==> config.mk <==
export PLATFORM = sky130hd
export DESIGN_NAME = bhg_jt49_env_gen
export DESIGN_NICKNAME = d
export VERILOG_FILES = /design/src/rtl/bhg_jt49_pkg.sv /design/src/rtl/bhg_jt49_period_div.sv /design/src/rtl/bhg_jt49_env_gen.sv
export SDC_FILE = /design/constraint.sdc
export NUM_CORES = 1
export LEC_CHECK = 0
export CORE_ASPECT_RATIO = 1.75
export CORE_UTILIZATION = 69
export CTS_CLUSTER_DIAMETER = 200
export DETAILED_ROUTE_END_ITERATION = 16
export DONT_BUFFER_PORTS = 1
export PLACE_DENSITY = 0.89
export SKIP_CTS_REPAIR_TIMING = 1
export SLEW_MARGIN = 20
export SYNTH_ARGS = -nofsm -noshare
export SYNTH_HDL_FRONTEND = slang
export SYNTH_HIERARCHICAL = 1
export SYNTH_SLANG_ARGS = --single-unit
==> constraint.sdc <==
create_clock -name clk -period 4.4 [get_ports clk]
set_clock_uncertainty 0.05 [all_clocks]
set_input_delay 0.88 -clock clk [delete_from_list [all_inputs] [get_ports clk]]
set_output_delay 0.88 -clock clk [all_outputs]
set_load 0.01 [all_outputs]
==> src/rtl/bhg_jt49_pkg.sv <==
// Shared definitions for the JT49 PSG envelope path.
//   env_state_e : envelope state machine encoding (RUN / HOLD)
//   ENV_MAX     : top of the 5-bit envelope level range
//   SHAPE_*     : bit positions inside the 4-bit envelope shape register
//   env_level   : maps a step count and direction onto an output level
package bhg_jt49_pkg;

  typedef enum logic {
    ST_HOLD = 1'b0,
    ST_RUN  = 1'b1
  } env_state_e;

  localparam logic [4:0] ENV_MAX = 5'd31;

  localparam int unsigned SHAPE_CONT = 3;
  localparam int unsigned SHAPE_ATT  = 2;
  localparam int unsigned SHAPE_ALT  = 1;
  localparam int unsigned SHAPE_HOLD = 0;

  function automatic logic [4:0] env_level(input logic [4:0] step, input logic dir);
    return dir ? step : (ENV_MAX - step);
  endfunction

endpackage

==> src/rtl/bhg_jt49_period_div.sv <==
// Tick divider shared by the envelope, tone and noise generators.
//   clk, rst_n : clock, asynchronous active-low reset
//   cen        : input tick enable
//   clr        : synchronous clear; wins over a coincident cen (tick dropped)
//   period     : ticks per output step; 0 behaves as 1
//   step       : combinational one-clk pulse on the tick that completes a period
module bhg_jt49_period_div #(
  parameter int unsigned WIDTH = 16
) (
  input  logic             clk,
  input  logic             rst_n,
  input  logic             cen,
  input  logic             clr,
  input  logic [WIDTH-1:0] period,
  output logic             step
);

  localparam logic [WIDTH-1:0] ONE = WIDTH'(1);

  logic [WIDTH-1:0] cnt_q, cnt_d;
  logic [WIDTH-1:0] limit;

  // >= rather than == so shrinking the period mid-count steps on the next tick
  always_comb begin
    limit = (period == '0) ? '0 : (period - ONE);
    step  = cen && !clr && (cnt_q >= limit);
    cnt_d = cnt_q;
    if (clr) begin
      cnt_d = '0;
    end else if (cen) begin
      cnt_d = step ? '0 : (cnt_q + ONE);
    end
  end

  always_ff @(posedge clk or negedge rst_n) begin
    if (!rst_n) begin
      cnt_q <= '0;
    end else begin
      cnt_q <= cnt_d;
    end
  end

endmodule

==> src/rtl/bhg_jt49_env_gen.sv <==
// JT49 envelope generator.
//   clk, rst_n : clock, asynchronous active-low reset
//   cen        : PSG envelope tick enable (one clk wide)
//   eg_period  : envelope period in cen ticks per step
//   shape      : {continue, attack, alternate, hold}, latched on shape_wr
//   shape_wr   : one-clk pulse; latches shape and restarts the envelope
//   env        : registered 5-bit envelope level
//   env_step   : registered pulse on each cycle the envelope advances
//   env_held   : high while in HOLD
module bhg_jt49_env_gen
  import bhg_jt49_pkg::*;
#(
  parameter int unsigned PERIOD_BITS = 16
) (
  input  logic                   clk,
  input  logic                   rst_n,
  input  logic                   cen,
  input  logic [PERIOD_BITS-1:0] eg_period,
  input  logic [3:0]             shape,
  input  logic                   shape_wr,
  output logic [4:0]             env,
  output logic                   env_step,
  output logic                   env_held
);

  env_state_e state_q, state_d;
  logic [3:0] shape_q, shape_d;
  logic [4:0] step_cnt_q, step_cnt_d;
  logic [4:0] env_q, env_d;
  logic       dir_q, dir_d;
  logic       env_step_q, env_step_d;
  logic       pd_step;

  bhg_jt49_period_div #(
    .WIDTH(PERIOD_BITS)
  ) u_period_div (
    .clk   (clk),
    .rst_n (rst_n),
    .cen   (cen),
    .clr   (shape_wr),
    .period(eg_period),
    .step  (pd_step)
  );

  always_comb begin
    state_d    = state_q;
    shape_d    = shape_q;
    step_cnt_d = step_cnt_q;
    env_d      = env_q;
    dir_d      = dir_q;
    env_step_d = 1'b0;
    if (shape_wr) begin
      shape_d    = shape;
      step_cnt_d = '0;
      dir_d      = shape[SHAPE_ATT];
      state_d    = ST_RUN;
      env_d      = env_level(5'd0, shape[SHAPE_ATT]);
    end else if (state_q == ST_RUN && pd_step) begin
      env_step_d = 1'b1;
      if (step_cnt_q == ENV_MAX) begin
        step_cnt_d = '0;
        if (!shape_q[SHAPE_CONT] || shape_q[SHAPE_HOLD]) begin
          state_d = ST_HOLD;
          // Hold ends the first sweep, so dir still equals attack here and the
          // final level is all-ones or all-zeros; alternate then inverts it.
          env_d = shape_q[SHAPE_CONT]
                ? ({5{shape_q[SHAPE_ATT]}} ^ {5{shape_q[SHAPE_ALT]}})
                : 5'd0;
        end else begin
          dir_d = shape_q[SHAPE_ALT] ? !dir_q : dir_q;
          env_d = env_level(5'd0, dir_d);
        end
      end else begin
        step_cnt_d = step_cnt_q + 5'd1;
        env_d      = env_level(step_cnt_d, dir_q);
      end
    end
  end

  always_ff @(posedge clk or negedge rst_n) begin
    if (!rst_n) begin
      state_q    <= ST_HOLD;
      shape_q    <= '0;
      step_cnt_q <= '0;
      env_q      <= '0;
      dir_q      <= 1'b0;
      env_step_q <= 1'b0;
    end else begin
      state_q    <= state_d;
      shape_q    <= shape_d;
      step_cnt_q <= step_cnt_d;
      env_q      <= env_d;
      dir_q      <= dir_d;
      env_step_q <= env_step_d;
    end
  end

  assign env      = env_q;
  assign env_step = env_step_q;
  assign env_held = (state_q == ST_HOLD);

endmodule

==> Yosys cells after proc, flatten, opt, wreduce, memory -nomap -nowiden <==
Cells that the tools add are included.
{ "classes": {"n_shift": 0, "n_div": 0, "add_sub_neg": 4, "reduce_logical": 14, "multipliers": 0, "mux": 26, "n_eq_ne": 2, "bitwise": 2, "n_lt_le_gt_ge": 1} }
{ "ops": {"columns": ["op", "n"], "rows": [
  ["$mux W16", 4],
  ["$mux W5", 11],
  ["$add A16 B1 Y16 const B", 1],
  ["$ge A16 B16 Y1", 1],
  ["$logic_not A16 Y1", 1],
  ["$sub A16 B1 Y16 const B", 1],
  ["$mux W1", 11],
  ["$reduce_bool A2 Y1", 4],
  ["$reduce_and A3 Y1", 2],
  ["$add A5 B1 Y5 const B", 1],
  ["$eq A5 B5 Y1 const B", 1],
  ["$sub A5 B5 Y5 const A", 1],
  ["$xor A5 B5 Y5", 1],
  ["$logic_and A1 B1 Y1", 3],
  ["$logic_not A1 Y1", 3],
  ["$ne A2 B2 Y1 const B", 1],
  ["$logic_or A1 B1 Y1", 1],
  ["$not A1 Y1", 1]
]} }
{ "totals": {"memories": 0, "latch_bits": 0, "ramBits": 0, "register_bits": 33, "rom_bits": 0, "elab_cells": 56, "inputBits": 24} }

==> Longest topological paths before layout <==
Gate-level depths: netlist of the first run.
{ "logic_depth": {"ltp_word": 7, "mapped_depth": 17} }

==> Hierarchy <==
Netlist of the first run, hierarchy kept.
{ "modules_own_cells": {"columns": ["mod", "seq_area_each_um2", "instances", "cells_per_inst", "area_per_inst_um2"], "rows": [
  ["bhg_jt49_period_div", 400.4, 1, 193, 1547.7],
  ["bhg_jt49_env_gen", 425.4, 1, 90, 920.9]
]} }

==> Least setup slack after synthesis of the first run <==
Ideal clock, no wire load.
{ "synth_path": {"path_type": "input port to flip-flop", "startpoint": "input eg_period[11]", "endpoint": "register env_q[1] (netlist: env[1])", "cell_stages": 14, "arrival_ns": 4.097, "setup_slack_ns": 0.121, "path_buffers": 1, "required_ns": 4.218, "path_cell_list": "or4_1 -> or3_1 -> xnor2_1 -> nand2_1 -> ha_1 -> nand4_1 -> nor3_2 -> or4b_4 -> a31oi_1 -> and2_1 -> buf_2 -> o21ai_0 -> o32ai_1 -> o21ai_1"} }
{ "synth_via": {"elab_chain_cells": 6} }
{ "synth_lines": {"columns": ["item", "line", "text"], "rows": [
  ["start: declaration", "bhg_jt49_env_gen.sv:18", "input logic [PERIOD_BITS-1:0] eg_period,"],
  ["$sub A16 B1 Y16 or $logic_not A16 Y1 (tied branches)", "bhg_jt49_period_div.sv:25", "limit = (period == '0) ? '0 : (period - ONE);"],
  ["$mux W16 (*)", "bhg_jt49_period_div.sv:25", null],
  ["$ge A16 B16 Y1 (*)", "bhg_jt49_period_div.sv:26", "step = cen && !clr && (cnt_q >= limit);"],
  ["$logic_and A1 B1 Y1 (*)", "bhg_jt49_period_div.sv:26", null],
  ["net pd_step", "bhg_jt49_env_gen.sv:32", "logic pd_step;"],
  ["$logic_and A1 B1 Y1 (*)", "bhg_jt49_env_gen.sv:58", "end else if (state_q == ST_RUN && pd_step) begin"],
  ["$reduce_bool A2 Y1 (no line) (*)", null, null],
  ["end signal: assignment", "bhg_jt49_env_gen.sv:92", "env_q <= env_d;"],
  ["end: declaration", "bhg_jt49_env_gen.sv:29", "logic [4:0] env_q, env_d;"]
]} }
Mark *: on every way through the listed nets, which the timed path passes. The rest lies on a longest branch.
A chain may end at the register's enable or synchronous reset.

==> Final worst setup path of the first run <==
{ "layout_path": {"startpoint": "input eg_period[11]", "endpoint": "register step_cnt_q[3]"} }
{ "layout_via": {"elab_chain_cells": 6} }
{ "layout_lines": {"columns": ["item", "line", "text"], "rows": [
  ["$sub A16 B1 Y16 or $logic_not A16 Y1 (tied branches)", "bhg_jt49_period_div.sv:25", null],
  ["$mux W16 (*)", "bhg_jt49_period_div.sv:25", null],
  ["$ge A16 B16 Y1 (*)", "bhg_jt49_period_div.sv:26", null],
  ["$logic_and A1 B1 Y1 (*)", "bhg_jt49_period_div.sv:26", null],
  ["net pd_step", "bhg_jt49_env_gen.sv:32", null],
  ["$logic_and A1 B1 Y1 (*)", "bhg_jt49_env_gen.sv:58", null],
  ["$reduce_bool A2 Y1 (no line) (*)", null, null],
  ["end signal: assignment", "bhg_jt49_env_gen.sv:91", "step_cnt_q <= step_cnt_d;"],
  ["end: declaration", "bhg_jt49_env_gen.sv:28", "logic [4:0] step_cnt_q, step_cnt_d;"]
]} }
Marks and branches as above.

==> results of run 1 <==
[per-stage QoR]
stage | area (µm²) | instances | setup slack (ps) | power (µW) | TNS (ps)
after floorplan | 2469 | 283 | 121.1 | 392.1 | 0
final | 2651 | 339 | 257.4 | 622.5 | 0
after CTS | 2643 | 339 | -3.344 | 624.0 | -3.344
after detailed placement | 2560 | 331 | -288.8 | 406.7 | -1098
after global routing | 2651 | 339 | 23.36 | 645.7 | 0
after global placement | 2560 | 331 | -93.41 | 402.5 | -347.1
[flip-flops by register name, indices dropped and copies added, names as in the netlist]
signal / count
dir_q: 1
env_step: 1
u_period_div/cnt_q: 16
state_q: 1
step_cnt_q: 5
env: 5
shape_q: 4
[worst max path at each step]
stage / start / to / slack [ps] / cells after the start
floorplan: eg_period[11] / env[1]$_DFFE_PN0P_ / 120 / 14
global placement: eg_period[11] / env[4]$_DFFE_PN0P_ / -90 / 13
detailed placement: eg_period[11] / env[0]$_DFFE_PN0P_ / -290 / 13
CTS: eg_period[11] / env[0]$_DFFE_PN0P_ / -3 / 13
global route: eg_period[11] / env[0]$_DFFE_PN0P_ / 20 / 13
finish: eg_period[11] / step_cnt_q[3]$_DFFE_PN0P_ / 260 / 12
[Yosys cell counts, types with 3 or more instances]
| master | instances |
|---|---|
| nand2b_1 | 8 |
| inv_1 | 9 |
| nand3_1 | 7 |
| nor3b_1 | 8 |
| nand4_1 | 4 |
| ha_1 | 21 |
| or3_1 | 4 |
| nor2_1 | 17 |
| mux2_2 | 3 |
| xnor2_1 | 10 |
| o32ai_1 | 3 |
| xor2_1 | 11 |
| o21ai_0 | 15 |
| nor3_1 | 7 |
| a21oi_1 | 16 |
| nand2_1 | 36 |
| o21ai_1 | 9 |
| a21o_1 | 7 |
| and3_1 | 8 |
| a31oi_1 | 8 |
| dfrtp_1 | 33 |
[worst reg2reg max path: stages (launching register included)]
cell	delay, ps
dfrtp_1	440
ha_1	330
nand4_1	150
nor3_2	240
or4b_4	510
a31oi_2	260
nand2_2	140
or4_1	480
a21oi_1	160
[routing by layer]
metal | up-vias | share of wire [%]
li1 | 1040 | -
met1 | 1073 | 35
met3 | 17 | 3.3
met4 | 0 | 3.3
met2 | 68 | 59
met5 | - | 0
[area by class of cell]
class	instances	area share [%]
multi-input cells	232	58.94
flip-flops and latches	33	31.15
repair buffers	12	3.398
inverters	9	1.274
well taps	45	2.124
clock inverters	2	0.3775
clock buffers	6	2.737
[cell families after synthesis]
logic type / count (synthesis)
adders and majority gates: 21
buffers and inverters: 18
AOI/OAI and AO/OA: 71
DFF: 33
and+or+nand+nor: 116
xor gates and xnor gates: 21
muxes: 3
[power breakdown]
group | internal, µW | leakage, µW | total [µW] | switching (µW)
Clock | 110 | 0.0000450 | 221 | 111
Combinational | 36.8 | 0.000771 | 73.4 | 36.6
Sequential | 314 | 0.000432 | 328 | 14.4
Total | 460 | 0.00125 | 622 | 162
==> metrics.cfg, run 1 <==
[yosys]
yosysTopAreaCellShare_pct=33.45
ys_seq_elements=33
synth-edff-count=0
syn_area_um2=2469
yosysSeqAreaShare_pct=33.45
synth_compound_area_share_pct=18.04
yosysTopAreaCell=dfrtp_1
synth_ff_type=dfrtp_1
synth_xor_area_share_pct=7.451
synthAdderAreaFrac_pct=10.64
ys_types=49
ys_warn_count=6
muxShareOfSynthArea_pct=1.368
synth_simple_gate_area_share_pct=25.44
async_flop_share_pct=100.0
postSynthAreaPerCell_um2=8.723
synth_nets=328
synth.top_cells.by_area=dfrtp_1, ha_1, nand2_1
synth_top_family_by_area=simple AND/OR/NAND/NOR gates
syn_inst=283

[global_routing]
grt_max_degree=34
antenna_found_initial=0
grt_pass1_vias=2220
met1_usage_pct=25.07
grt_pass1_wl_um=8618
grt.busiest_layer=met2
met3_usage_pct=4.667
gr-usage-met2_pct=63.75
track_usage_pct=31.36
grt_overflow=0

[clocking]
clkLatencyLatePin_ps=290
cts-root-buf=clkbuf_8
clk_pin_slew_worst_paths_ps=70
clock_path_buffers=2
htree_levels=2
cts_tree=built
cts_sinks=33
numCtsBuffers=5

[setup_path]
worstPathCellList=or4_1 -> or3_1 -> xnor2_1 -> nand2_1 -> ha_1 -> nand4_1 -> nor3_2 -> or4b_4 -> a31oi_2 -> nand2_2 -> or4_1 -> a21oi_1
critPathRequiredTime_ps=4560
critPathMaxFanout=5
critical_path_class=in2reg
critPathTopFamily=simple AND/OR/NAND/NOR gates
crit_path_frequent_cell=or4_1
slowest_stage=or4_1
ff2ff_path_depth=8
critPathArrivalTime_ps=4300
r2r_slack_ps=1570
start_kind=input pin
critPathBufInv=0
max_stage_delay_ps=550
reg2reg_from=u_period_div/cnt_q[13]$_DFFE_PN0P_
r2r-end=step_cnt_q[3]$_DFFE_PN0P_
end_kind=flip-flop

[run]
maxCapViolCount=0

[sta]
fin_crit_ps=4143
tightest_slew_ps=466.8
max_freq_mhz=241.4
rsz0062_at_grt=no
final_max_slew_viol_count=0
hold-worst-slack_ps=228.6
slew_headroom_pct=68.88
setup_viol=0
period_share_pct=94.15
hold_viol=0

[drt]
wl_um=5428
drt-initial-drc-count=66
first_pass_iters=4
antenna_left=0
wl_per_cell_um=16.01
routed_via_density=6.484
drc=0
num_vias=2198

[power]
power.leakage_uw=0.001247
pwr_density_cell_nw_per_um2=234.8
irDropWorstVdd_v=0.0002002

[floorplan]
fp.dieH_um=81.13
chipWidth_um=47.22
die-area_um2=3830
num_io_pins=31
core.rowCount=28
initial_utilization_pct=72.64
core-area_um2=3398

[worst_hold_path]
min_path_type=in2async

[final_layout]
seq_area_um2=825.8
final_common_cell=nand2_1
fill_cells=246
multi_input_area_um2=1563
diodes=0
area_growth_pct=7.400
nets=338
final_core_utilization_pct=78.02
drive_above_1_share_pct=11.90
final_cell_mix=nand2_1, dfrtp_1, ha_1, nor2_1, a21oi_1

[status]
status=finished clean

[placement]
port_buffers=0
place_congestion=0.8217
hpwl_um=4207

Power figures use the tool's default switching activity.
==> run 2: changes to the inputs <==
--- a/config.mk
+++ b/config.mk
@@ -6,13 +6,14 @@
 export NUM_CORES = 1
 export LEC_CHECK = 0
 export CORE_ASPECT_RATIO = 1.75
-export CORE_UTILIZATION = 69
+export CORE_UTILIZATION = 70
+export CTS_BUF_LIST = sky130_fd_sc_hd__clkbuf_2 sky130_fd_sc_hd__clkbuf_4 sky130_fd_sc_hd__clkbuf_8
 export CTS_CLUSTER_DIAMETER = 200
 export DETAILED_ROUTE_END_ITERATION = 16
 export DONT_BUFFER_PORTS = 1
-export PLACE_DENSITY = 0.89
+export PLACE_DENSITY = 0.9
 export SKIP_CTS_REPAIR_TIMING = 1
-export SLEW_MARGIN = 20
+export SLEW_MARGIN = 15
 export SYNTH_ARGS = -nofsm -noshare
 export SYNTH_HDL_FRONTEND = slang
 export SYNTH_HIERARCHICAL = 1
==> metrics.cfg, run 2 (same netlist as run 1, synthesis figures left out) <==
[placement]
place_ws_ps=-220.2
port_buffers=0
place_congestion=0.8111
hpwl_um=4056

[global_routing]
grt_pass1_vias=2059
antenna_found_initial=0
track_usage_pct=30.19
grt_pass1_wl_um=8204
grt_max_degree=34
grt_overflow=0

[floorplan]
initial_utilization_pct=73.40
die-area_um2=3777
core.rowCount=28
chipWidth_um=46.89
fp.dieH_um=80.56
core-area_um2=3363
num_io_pins=31

[sta]
hold-worst-slack_ps=237.5
setup_viol=0
hold_viol=0
setup_ws_ps=181.5
fin_crit_ps=4218
slew_headroom_pct=68.88
period_share_pct=95.87
tightest_slew_ps=466.8
max_freq_mhz=237.1
final_max_slew_viol_count=0

[clocking]
cts-root-buf=clkbuf_8
cts_tree=built
cts_sinks=33
clock_path_buffers=2
clk_pin_slew_worst_paths_ps=60
clkLatencyLatePin_ps=280
htree_levels=2
numCtsBuffers=5

[final_layout]
area_growth_pct=7.349
drive_above_1_share_pct=11.64
largest-register=u_period_div/cnt_q
diodes=0
largest_reg_flops=16
final_core_utilization_pct=78.79
nets=337
final_cell_mix=nand2_1, dfrtp_1, ha_1, nor2_1, a21oi_1
final_common_cell=nand2_1

[setup_path]
critical_path_class=in2reg
end_kind=flip-flop
critPathMaxFanout=8
cp-startpoint=eg_period[11]
start_kind=input pin
critPathRequiredTime_ps=4510
critPathArrivalTime_ps=4330
reg2reg_from=u_period_div/cnt_q[13]$_DFFE_PN0P_

[drt]
dr_wl_met3_um=144
met2_length_um=3136
routed_via_density=6.190
wl_per_cell_um=15.51
top_layer=met4
first_pass_iters=4
wl_um=5227
drt-initial-drc-count=69
drc=0
wl_met1_um=1847
num_vias=2086
antenna_left=0

[power]
pwr_density_cell_nw_per_um2=239.1
p_int_uw=481.0
power_switching_share_pct=24.09
p_comb_share_pct=11.7
power.leakage_uw=0.001243
p_clk_share_pct=36.6
power.switching_uw=152.6
power_frac_seq_pct=51.7
irDropWorstVdd_v=0.0001926

[status]
status=finished clean

[worst_hold_path]
min_path_type=in2async

[run]
maxCapViolCount=0

-- run 2: cell count changes in the layout (fill, tap and decap cells not counted), sizes merged --
| cell | change |
|---|---|
| clkinv | -2 |
| clkbuf | +1 |
| buf | -1 |
-- run 2: path summary, 6_finish.rpt --
| path | to | slack (ps) | depth (start not counted) |
|---|---|---|---|
| min | u_period_div/cnt_q[3]$_DFFE_PN0P_ | 240 | 0 |
| max | env[4]$_DFFE_PN0P_ | 180 | 14 |
| max in group asynchronous | shape_q[3]$_DFFE_PN0P_ | 3980 | 0 |
| min reg2reg | step_cnt_q[4]$_DFFE_PN0P_ | 470 | 2 |
| max reg2reg | env[4]$_DFFE_PN0P_ | 1600 | 9 |
| min in group clk | step_cnt_q[4]$_DFFE_PN0P_ | 470 | 2 |
-- run 2: cell type report --
type,count,area [µm²]
Inverter,9,33.78
Multi-Input combinational cell,232,1562
Sequential cell,33,825.8
Fill cell,255,713.2
Timing Repair Buffer,11,82.58
Tap cell,45,56.30
Clock buffer,7,90.09
-- run 2: per-stage QoR --
step,TNS (ps),cell area [µm²],power (µW),std cells
final,0,2650,633.6,337
after global routing,-10.74,2650,662.7,337
after CTS,0,2643,637.8,337
after detailed placement,-1283,2552,407.0,330
after global placement,-333.9,2552,403.2,330
after floorplan,0,2469,392.1,283
-- run 2: power by group through the flow --
stage / Clock, µW / Combinational, µW / Sequential (µW)
after floorplan: 0 / 63.8 / 328
after global placement: 0 / 70.6 / 333
after detailed placement: 0 / 73.9 / 333
after CTS: 236 / 74.6 / 328
after global routing: 251 / 82.5 / 329
final: 232 / 74.2 / 328
-- run 2: layer usage --
| layer | up-vias | global-route usage [%] |
|---|---|---|
| met5 | - | 0 |
| met4 | 0 | 12.57 |
| met3 | 7 | 4.270 |
| met2 | 52 | 61.94 |
| met1 | 992 | 25.21 |
| li1 | 1035 | - |
-- run 2: worst max-delay path, stage by stage --
cell and delay (ps):
or4_1 530, buf_4 150, or3_1 380, xnor2_1 150, nand2_1 70, ha_1 290
nand4_1 150, nor3_2 230, or4b_4 500, a31oi_2 270, and2_2 270, o21ai_0 100
o32ai_1 250, o21ai_1 100
==> run 3: changes to the inputs <==
--- a/config.mk
+++ b/config.mk
@@ -6,6 +6,7 @@
 export NUM_CORES = 1
 export LEC_CHECK = 0
 export CORE_ASPECT_RATIO = 1.75
+export CORE_MARGIN = 3
 export CORE_UTILIZATION = 70
 export CTS_BUF_LIST = sky130_fd_sc_hd__clkbuf_2 sky130_fd_sc_hd__clkbuf_4 sky130_fd_sc_hd__clkbuf_8
 export CTS_CLUSTER_DIAMETER = 200
==> metrics.cfg, run 3 (same netlist as run 1, synthesis figures left out) <==
[drt]
wl_um=5428
drt-initial-drc-count=28
wl_per_cell_um=16.20
routed_via_density=6.430
first_pass_iters=5
drc=0
antenna_left=0
num_vias=2154

[power]
power_frac_seq_pct=51.6
p_clk_share_pct=36.6
power.leakage_uw=0.001239
power_switching_share_pct=26.50
p_comb_share_pct=11.8
p_int_uw=466.3
pwr_density_cell_nw_per_um2=240.7
power.switching_uw=168.2
power_uw=634.5
irDropWorstVdd_v=0.0002027

[floorplan]
die-area_um2=4303
num_io_pins=31
fp.dieH_um=84.56
core.rowCount=27
chipWidth_um=50.89
core-area_um2=3277
initial_utilization_pct=75.33

[sta]
fin_crit_ps=4107
period_share_pct=93.34
hold-worst-slack_ps=227.5
tightest_slew_ps=420.6
setup_ws_ps=293.2
hold_viol=0
max_freq_mhz=243.5
setup_viol=0
fin_setup_tns_ps=0
rsz0062_at_grt=no
final_max_slew_viol_count=0
slew_headroom_pct=71.24

[final_layout]
area_growth_pct=6.792
multi_input_area_um2=1562
final_core_utilization_pct=80.45
largest_reg_flops=16
largest-register=u_period_div/cnt_q
diodes=0
drive_above_1_share_pct=11.64
seq_area_um2=825.8
fill_cells=218
nets=336
final_cell_mix=nand2_1, dfrtp_1, ha_1, nor2_1, a21oi_1
final_common_cell=nand2_1

[run]
maxCapViolCount=0

[global_routing]
grt_pass1_wl_um=9494
grt_max_degree=34
track_usage_pct=28.79
antenna_found_initial=0
grt_pass1_vias=2274
grt_overflow=0

[clocking]
cts_sinks=33
clk_pin_slew_worst_paths_ps=70
clkLatencyLatePin_ps=290
htree_levels=2
clock_path_buffers=2
numCtsBuffers=5
cts-root-buf=clkbuf_8
cts_tree=built

[setup_path]
critPathArrivalTime_ps=4230
critPathMaxFanout=8
cp-startpoint=eg_period[11]
end_kind=flip-flop
critPathRequiredTime_ps=4520
reg2reg_from=u_period_div/cnt_q[13]$_DFFE_PN0P_
r2r-end=env[4]$_DFFE_PN0P_
r2r_slack_ps=1580
start_kind=input pin
critical_path_class=in2reg
ff2ff_path_depth=9

[worst_hold_path]
min_path_type=in2async

[status]
status=finished clean

[placement]
hpwl_um=4184
place_ws_ps=-136.2
port_buffers=0
place_congestion=0.8778

==> run 3: cell types whose count changed in the layout (fill, tap and decap cells not counted), sizes merged <==
cell / delta
buf: -1
clkinv: +2
clkbuf: -1
==> run 3: routing by layer <==
| layer | global-route usage [%] | vias to the layer above | wire (µm) | part of all wire, % |
|---|---|---|---|---|
| met5 | 0 | - | 0 | 0 |
| met4 | 18.63 | 0 | 229 | 4.2 |
| met3 | 3.552 | 23 | 182 | 3.4 |
| met2 | 55.12 | 70 | 3082 | 57 |
| met1 | 27.05 | 1022 | 1932 | 36 |
| li1 | - | 1039 | - | - |
==> run 3: how the worst max path moves through the flow <==
stage | endpoint | slack, ps | cells after the start
2_1_floorplan | env[1]$_DFFE_PN0P_ | 120 | 14
3_3_place_gp | env[1]$_DFFE_PN0P_ | 40 | 13
3_5_place_dp | env[4]$_DFFE_PN0P_ | -140 | 15
4_1_cts | env[4]$_DFFE_PN0P_ | 180 | 13
5_1_grt | step_cnt_q[3]$_DFFE_PN0P_ | 60 | 14
6_report | env[4]$_DFFE_PN0P_ | 290 | 15
==> run 3: power by group through the flow <==
stage                     sequential (µW)  clock [µW]  combinational [µW]
after floorplan                       328           0                63.8
after global placement                333           0                70.8
after detailed placement              333           0                74.2
after CTS                             328         236                74.9
after global routing                  329         250                84.1
final                                 327         232                74.6
==> run 3: area by class of cell <==
class / count / share of cell area [%]
multi-input cells: 232 / 59.23
flip-flops and latches: 33 / 31.32
clock buffers: 6 / 2.895
repair buffers: 10 / 2.848
well taps: 43 / 2.041
inverters: 9 / 1.281
clock inverters: 2 / 0.3797
==> run 3: critical path: stages <==
cell and delay (ps):
or4_1 550, nor3_1 200, buf_4 160, nand2_1 60
xnor2_1 140, nand2_1 70, ha_1 300, nand4_1 140
nor3_2 220, or4b_4 490, a31oi_2 260, and2_2 270
o21ai_0 120, o32ai_1 290, o21ai_1 90
==> run 3: per-stage QoR <==
step,cells,instance area (µm²)
global route,335,2636
floorplan,283,2469
detailed placement,327,2542
global placement,327,2542
CTS,335,2629
finish,335,2636
